--- config.mk ---
export PLATFORM = sky130hd
export DESIGN_NAME = hilo_muldiv_sequencer
export DESIGN_NICKNAME = d
export VERILOG_FILES = /design/src/rtl/hilo_muldiv_sequencer_pkg.sv /design/src/rtl/hilo_muldiv_sequencer_muldiv_iter_core.sv /design/src/rtl/hilo_muldiv_sequencer.sv
export SDC_FILE = /design/constraint.sdc
export NUM_CORES = 1
export LEC_CHECK = 0
export ABC_AREA = 1
export BUFFER_PORTS_ARGS = -buffer_cell sky130_fd_sc_hd__buf_2
export CAP_MARGIN = 20
export CORE_ASPECT_RATIO = 0.5
export CORE_MARGIN = 2
export CORE_UTILIZATION = 50
export DETAILED_ROUTE_END_ITERATION = 7
export PLACE_DENSITY = 0.67
export REMOVE_ABC_BUFFERS = 1
export SYNTH_ARGS = -nofsm -noshare
export SYNTH_HDL_FRONTEND = slang
export SYNTH_SLANG_ARGS = --single-unit
--- constraint.sdc ---
create_clock -name clk -period 3.85 [get_ports clk]
set_clock_uncertainty 0.05 [all_clocks]
set_input_delay 0 -clock clk [delete_from_list [all_inputs] [get_ports clk]]
set_output_delay 0 -clock clk [all_outputs]
set_load 0.02 [all_outputs]
--- src/rtl/hilo_muldiv_sequencer_pkg.sv ---
// Shared types and funct codes for the HI/LO multiply/divide sequencer.
package hilo_muldiv_sequencer_pkg;

  typedef enum logic [1:0] {
    IDLE     = 2'd0,
    MUL_ITER = 2'd1,
    DIV_ITER = 2'd2,
    SIGN_FIX = 2'd3
  } MulDivState;

  // HI/LO funct codes, same values as the ALU funct table
  localparam logic [5:0] FN_MFHI  = 6'h10;
  localparam logic [5:0] FN_MTHI  = 6'h11;
  localparam logic [5:0] FN_MFLO  = 6'h12;
  localparam logic [5:0] FN_MTLO  = 6'h13;
  localparam logic [5:0] FN_MULT  = 6'h18;
  localparam logic [5:0] FN_MULTU = 6'h19;
  localparam logic [5:0] FN_DIV   = 6'h1A;
  localparam logic [5:0] FN_DIVU  = 6'h1B;

  // 0x18..0x1B: the four iterative ops
  function automatic logic is_muldiv(input logic [5:0] f);
    return f[5:2] == 4'b0110;
  endfunction

endpackage

--- src/rtl/hilo_muldiv_sequencer_muldiv_iter_core.sv ---
// Datapath for the iterative multiply/divide: {hi,lo} accumulator plus the
// second operand. One shift-add (multiply) or restore step (divide) per step.
// Multiply: lo starts as the multiplier and is shifted out as the product's
//   low half shifts in; hi collects the upper half.
// Divide: lo starts as the dividend and fills with quotient bits; hi is the
//   partial remainder.
module muldiv_iter_core #(
  parameter int WIDTH = 32
) (
  input  logic             clk,
  input  logic             rst,
  input  logic             load,
  input  logic             step,
  input  logic             is_div,
  input  logic [WIDTH-1:0] load_a,
  input  logic [WIDTH-1:0] load_b,
  output logic [WIDTH-1:0] hi,
  output logic [WIDTH-1:0] lo
);

  logic [WIDTH-1:0] hi_q, hi_d, lo_q, lo_d, b_q, b_d;
  logic [WIDTH:0]   mul_sum, div_trial, div_diff;

  // Load operands or advance one iteration
  always_comb begin
    hi_d      = hi_q;
    lo_d      = lo_q;
    b_d       = b_q;
    mul_sum   = {1'b0, hi_q} + (lo_q[0] ? {1'b0, b_q} : '0);
    div_trial = {hi_q, lo_q[WIDTH-1]};
    div_diff  = div_trial - {1'b0, b_q};
    if (load) begin
      hi_d = '0;
      lo_d = load_a;
      b_d  = load_b;
    end else if (step) begin
      if (is_div) begin
        // borrow out of the trial subtract means restore
        if (div_diff[WIDTH]) begin
          hi_d = div_trial[WIDTH-1:0];
          lo_d = {lo_q[WIDTH-2:0], 1'b0};
        end else begin
          hi_d = div_diff[WIDTH-1:0];
          lo_d = {lo_q[WIDTH-2:0], 1'b1};
        end
      end else begin
        hi_d = mul_sum[WIDTH:1];
        lo_d = {mul_sum[0], lo_q[WIDTH-1:1]};
      end
    end
  end

  // Datapath registers
  always_ff @(posedge clk or negedge rst) begin
    if (!rst) begin
      hi_q <= '0;
      lo_q <= '0;
      b_q  <= '0;
    end else begin
      hi_q <= hi_d;
      lo_q <= lo_d;
      b_q  <= b_d;
    end
  end

  assign hi = hi_q;
  assign lo = lo_q;

endmodule

--- src/rtl/hilo_muldiv_sequencer.sv ---
// HI/LO unit sequencer: owns HI/LO, serves MFHI/MFLO/MTHI/MTLO, and runs
// MULT/MULTU/DIV/DIVU one bit per cycle through muldiv_iter_core.
// Optional: define HILO_DIVZERO_FLAG_EN to add the divByZero output, high for
// the SIGN_FIX cycle of a zero-divisor DIV/DIVU.
module hilo_muldiv_sequencer
  import hilo_muldiv_sequencer_pkg::*;
#(
  parameter  int WIDTH = 32,
  localparam int CNT_W = $clog2(WIDTH) + 1
) (
  input  logic             clk,
  input  logic             rst,
  input  logic             opValid,
  input  logic [5:0]       funct,
  input  logic [WIDTH-1:0] operandA,
  input  logic [WIDTH-1:0] operandB,
  input  logic             flush,
  output logic             opReady,
  output logic             stall,
  output logic             busy,
  output logic [WIDTH-1:0] readData
`ifdef HILO_DIVZERO_FLAG_EN
  ,
  output logic             divByZero
`endif
);

  MulDivState       state_q, state_d;
  logic [CNT_W-1:0] cnt_q, cnt_d;
  logic [WIDTH-1:0] hi_q, hi_d, lo_q, lo_d;
  logic             is_div_q, is_div_d;
  logic             neg_lo_q, neg_lo_d;   // negate product / quotient
  logic             neg_hi_q, neg_hi_d;   // negate remainder
  logic             dz_q, dz_d;           // zero-divisor shortcut in flight

  logic             accept, signed_op, sign_a, sign_b, div_zero;
  logic [WIDTH-1:0] abs_a, abs_b, core_hi, core_lo;
  logic [2*WIDTH-1:0] prod_fix;

  assign opReady   = (state_q == IDLE) && !flush;
  assign accept    = opValid && opReady;
  assign stall     = opValid && !opReady;
  assign busy      = (state_q != IDLE);
  assign signed_op = (funct == FN_MULT) || (funct == FN_DIV);
  assign sign_a    = signed_op && operandA[WIDTH-1];
  assign sign_b    = signed_op && operandB[WIDTH-1];
  // |-2^(W-1)| wraps back to 2^(W-1), which is the right unsigned magnitude
  assign abs_a     = sign_a ? -operandA : operandA;
  assign abs_b     = sign_b ? -operandB : operandB;
  assign div_zero  = (operandB == '0);
  assign prod_fix  = neg_lo_q ? -{core_hi, core_lo} : {core_hi, core_lo};

`ifdef HILO_DIVZERO_FLAG_EN
  assign divByZero = (state_q == SIGN_FIX) && dz_q;
`endif

  // Read port: only meaningful in the handshake cycle of MFHI/MFLO
  always_comb begin
    readData = '0;
    if (accept && funct == FN_MFHI) readData = hi_q;
    if (accept && funct == FN_MFLO) readData = lo_q;
  end

  // Zero-divisor ops park the raw dividend in the core so SIGN_FIX can copy it to HI
  muldiv_iter_core #(.WIDTH(WIDTH)) u_core (
    .clk    (clk),
    .rst    (rst),
    .load   (accept && is_muldiv(funct)),
    .step   ((state_q == MUL_ITER) || (state_q == DIV_ITER)),
    .is_div (is_div_q),
    .load_a ((is_muldiv(funct) && funct[1] && div_zero) ? operandA : abs_a),
    .load_b (abs_b),
    .hi     (core_hi),
    .lo     (core_lo)
  );

  // Next-state, counter, sign latches and HI/LO writes
  always_comb begin
    state_d  = state_q;
    cnt_d    = cnt_q;
    hi_d     = hi_q;
    lo_d     = lo_q;
    is_div_d = is_div_q;
    neg_lo_d = neg_lo_q;
    neg_hi_d = neg_hi_q;
    dz_d     = dz_q;
    case (state_q)
      IDLE: begin
        if (accept) begin
          case (funct)
            FN_MTHI: hi_d = operandA;
            FN_MTLO: lo_d = operandA;
            FN_MULT, FN_MULTU: begin
              state_d  = MUL_ITER;
              cnt_d    = CNT_W'(WIDTH);
              is_div_d = 1'b0;
              neg_lo_d = sign_a ^ sign_b;
              neg_hi_d = 1'b0;
              dz_d     = 1'b0;
            end
            FN_DIV, FN_DIVU: begin
              is_div_d = 1'b1;
              if (div_zero) begin
                state_d  = SIGN_FIX;
                cnt_d    = '0;
                neg_lo_d = 1'b0;
                neg_hi_d = 1'b0;
                dz_d     = 1'b1;
              end else begin
                state_d  = DIV_ITER;
                cnt_d    = CNT_W'(WIDTH);
                neg_lo_d = sign_a ^ sign_b;
                neg_hi_d = sign_a;
                dz_d     = 1'b0;
              end
            end
            default: ;
          endcase
        end
      end
      MUL_ITER, DIV_ITER: begin
        if (flush) begin
          state_d = IDLE;
          cnt_d   = '0;
        end else begin
          cnt_d = cnt_q - 1'b1;
          if (cnt_q == CNT_W'(1)) state_d = SIGN_FIX;
        end
      end
      SIGN_FIX: begin
        state_d = IDLE;
        dz_d    = 1'b0;
        // a flush here discards the result
        if (!flush) begin
          if (dz_q) begin
            hi_d = core_lo;
            lo_d = '1;
          end else if (is_div_q) begin
            lo_d = neg_lo_q ? -core_lo : core_lo;
            hi_d = neg_hi_q ? -core_hi : core_hi;
          end else begin
            {hi_d, lo_d} = prod_fix;
          end
        end
      end
      default: state_d = IDLE;
    endcase
  end

  // Sequencer state registers
  always_ff @(posedge clk or negedge rst) begin
    if (!rst) begin
      state_q  <= IDLE;
      cnt_q    <= '0;
      hi_q     <= '0;
      lo_q     <= '0;
      is_div_q <= 1'b0;
      neg_lo_q <= 1'b0;
      neg_hi_q <= 1'b0;
      dz_q     <= 1'b0;
    end else begin
      state_q  <= state_d;
      cnt_q    <= cnt_d;
      hi_q     <= hi_d;
      lo_q     <= lo_d;
      is_div_q <= is_div_d;
      neg_lo_q <= neg_lo_d;
      neg_hi_q <= neg_hi_d;
      dz_q     <= dz_d;
    end
  end

endmodule
==> reports/metrics.cfg <==
[detailed_routing]
highest_layer=met4
ant_nets=0
drc=0
wl_per_cell_um=19.4
drt-met1-wl_um=33400
drt_iter0_markers=2835
via_per_inst=5.75
via_count=22800
firstDrtPassIters=7
dr_wl_met3_um=8270
wl_met2_um=32700
routed_wl_um=77000

[final_layout]
final_cell_mix=nand2_1, nor2_1, inv_1
layout_commonest_cell=nand2_1
drive_gt1_share_pct=7.91
instances_no_fill=3971
n_fill_cell=3962
final_nets=3612
regArea_sq_um=4310
syn_to_final_growth_pct=11.6
fin_util_pct=56.6
n_antenna_cell=0
multi_input_area_sq_um=12600

[worst_setup_path]
arrival_ns=3.52
crit_path_end_kind=flop
r2r_cells=19
crit_path_start_kind=flop
worstSetupPathType=flop to flop
crit_fanout=15
critPathRequiredTime_ns=4.21

[global_routing]
grt-ovfl-total=0
antenna_found_initial=0
grt_pass1_wl_um=119000
grt_max_degree=69
grt_usage_pct=38.9
grt_pass1_vias=21000

[synth]
seq_area_frac_synth_pct=22.7
yosysUniqueCellTypes=52
netlist_area_sq_um=19000
synth_ff_type=dfrtp_1
yosysWarnings=0
async_flop_share_pct=100
synth_top_area_cell=dfrtp_1
synth-edff-count=0
postSynthCellCount=3362
ys_seq_elements=172
avgSynthCellArea_sq_um=5.64
synth_top_area_share_pct=22.7
synthTopCellsByArea=dfrtp_1, nand2_1, nor2_1

[sta]
relSlewSlack_pct=38.1
hold_viol_final=0
rsz0062_at_grt=false
setup_viol=0
tns_ns=0
fin_crit_sh_pct=82.1
drv_slew=0
whs_ns=0.0323
tightest_slew_ns=0.927
min_period_ns=3.16
fmax_mhz=316

[hold_path]
min_path_type=input pin to flop
holdPathStages=5

[power_and_ir_drop]
irDropWorstVdd_v=0.000311
finalPower_mw=16.6
p_per_area_nw_per_um2=784
p_leak_nw=11.0

[floorplanning]
coreArea_sq_um=37400
start_util_pct=50.7
die-area_sq_um=39600
num_io_pins=109
die_x_um=279
die_y_um=142
num_rows=50

[placed_design]
place_hpwl_um=58500
routabilityCongestion=1.04
portBuffers=108
placed_cells=3874

[run]
max_cap_violations=0

[clocking]
cts-root-buf=clkbuf_16
clockBufferDepth=2
htreeDepth=4
clock_latency_ns=0.49
cts_made_buffers=17
postCtsSetupRepairBufs=0
cts_tree=done
clk_pin_slew_ns=0.08
cts_sinks=172

[outcome]
status=finished, final reports clean

stage by stage:
stage	cell area, sq um	setup slack [ns]
floorplan	18400	-0.629
global placement	19900	0.882
detailed placement	19900	0.769
CTS	21200	0.740
global route	21200	0.422
finish	21200	0.689
layout make-up:
cell class	instances	share of cell area, %
clock inverter	15	0.904
timing repair buffer	210	7.08
inverter	421	7.47
tap	494	2.92
sequential	172	20.3
multi-input combinational	2642	59.3
clock buffer	17	2.01
layer usage:
metal	track usage, %	vias to the layer above
met4	13.7	0
met5	0	-
met3	7.74	163
met1	53.9	10500
met2	60.6	1163
li1	-	11000
path summary, 6_finish.rpt:
path	slack [ns]	startpoint	to
min in group asynchronous	0.05	rst	u_core.b_q[3]
setup reg to reg	0.69	u_core.lo[31]	u_core.hi[27]
hold reg to reg	0.44	lo_q[24]	lo_q[24]
max in group asynchronous	2.63	rst	u_core.lo[12]
hold / removal	0.03	operandA[18]	u_core.lo[18]
setup / recovery	0.69	u_core.lo[31]	u_core.hi[27]
Yosys cell counts (2+ instances only):
cell type	n
a21o_1	8
nor2_2	11
inv_1	387
dfrtp_1	172
nor2_1	461
buf_4	3
nor3b_1	2
nor2_4	3
or2_2	6
xnor2_1	19
nand3_2	4
inv_2	33
or2_1	2
o21bai_1	8
o22ai_1	12
a31oi_1	2
nand2_4	2
nand3_1	315
o31ai_1	4
a21oi_2	6
nand2_2	6
a21oi_1	229
o211ai_2	2
nand2_1	1046
nor4_1	8
o21ai_1	60
a22oi_1	4
o21ai_0	189
o21ai_2	12
ha_1	72
clkbuf_1	75
a22oi_2	2
and2_1	3
buf_6	4
buf_1	15
o211ai_1	7
o21a_1	3
nand3b_1	13
nand4_1	33
nor3_1	40
buf_2	30
fa_1	2
xor2_1	38
cells by family after synthesis:
logic type	count (synthesis)	share of synthesized area, %
simple gates	1959	42.8
compound gates	552	15.7
buf+inv	548	11.3
flops	172	22.7
fa+ha+maj	74	4.96
xor+xnor	57	2.63
flip-flops by register name (all words and copies together) (netlist names):
| name | cells |
|---|---|
| cnt_q | 6 |
| dz_q | 1 |
| hi_q | 32 |
| is_div_q | 1 |
| lo_q | 32 |
| neg_hi_q | 1 |
| neg_lo_q | 1 |
| state_q | 2 |
| u_core.b_q | 32 |
| u_core.hi | 32 |
| u_core.lo | 32 |
what timing repair did:
action | CTS | global route
endpoints found under the hold margin | 158 | 0
hold buffers | 65 | 0
gates resized for setup | 0 | 0
report_power, final:
group | switching [mW] | total (mW) | internal, mW
sequential | 1.03 | 3.64 | 2.61
clock | 0.982 | 1.92 | 0.941
combinational | 7.61 | 11.0 | 3.43
worst max-delay path, cell delays in order (launching register included):
cell and delay, ns:
dfrtp_1 0.45, inv_1 0.13, ha_1 0.25, fa_1 0.48, inv_2 0.12, nand2_1 0.07, nand2_1 0.07, nand3_1 0.07
nand2_2 0.11, nand2_1 0.07, nand2_2 0.09, nand2_2 0.08, nand2_2 0.07, nand2_1 0.07, nand2_1 0.33, buf_4 0.30
nand3_1 0.12, nand3_1 0.08, nand2_1 0.05, nand2_1 0.05
No activity file was read; power rests on OpenSTA's default activity.
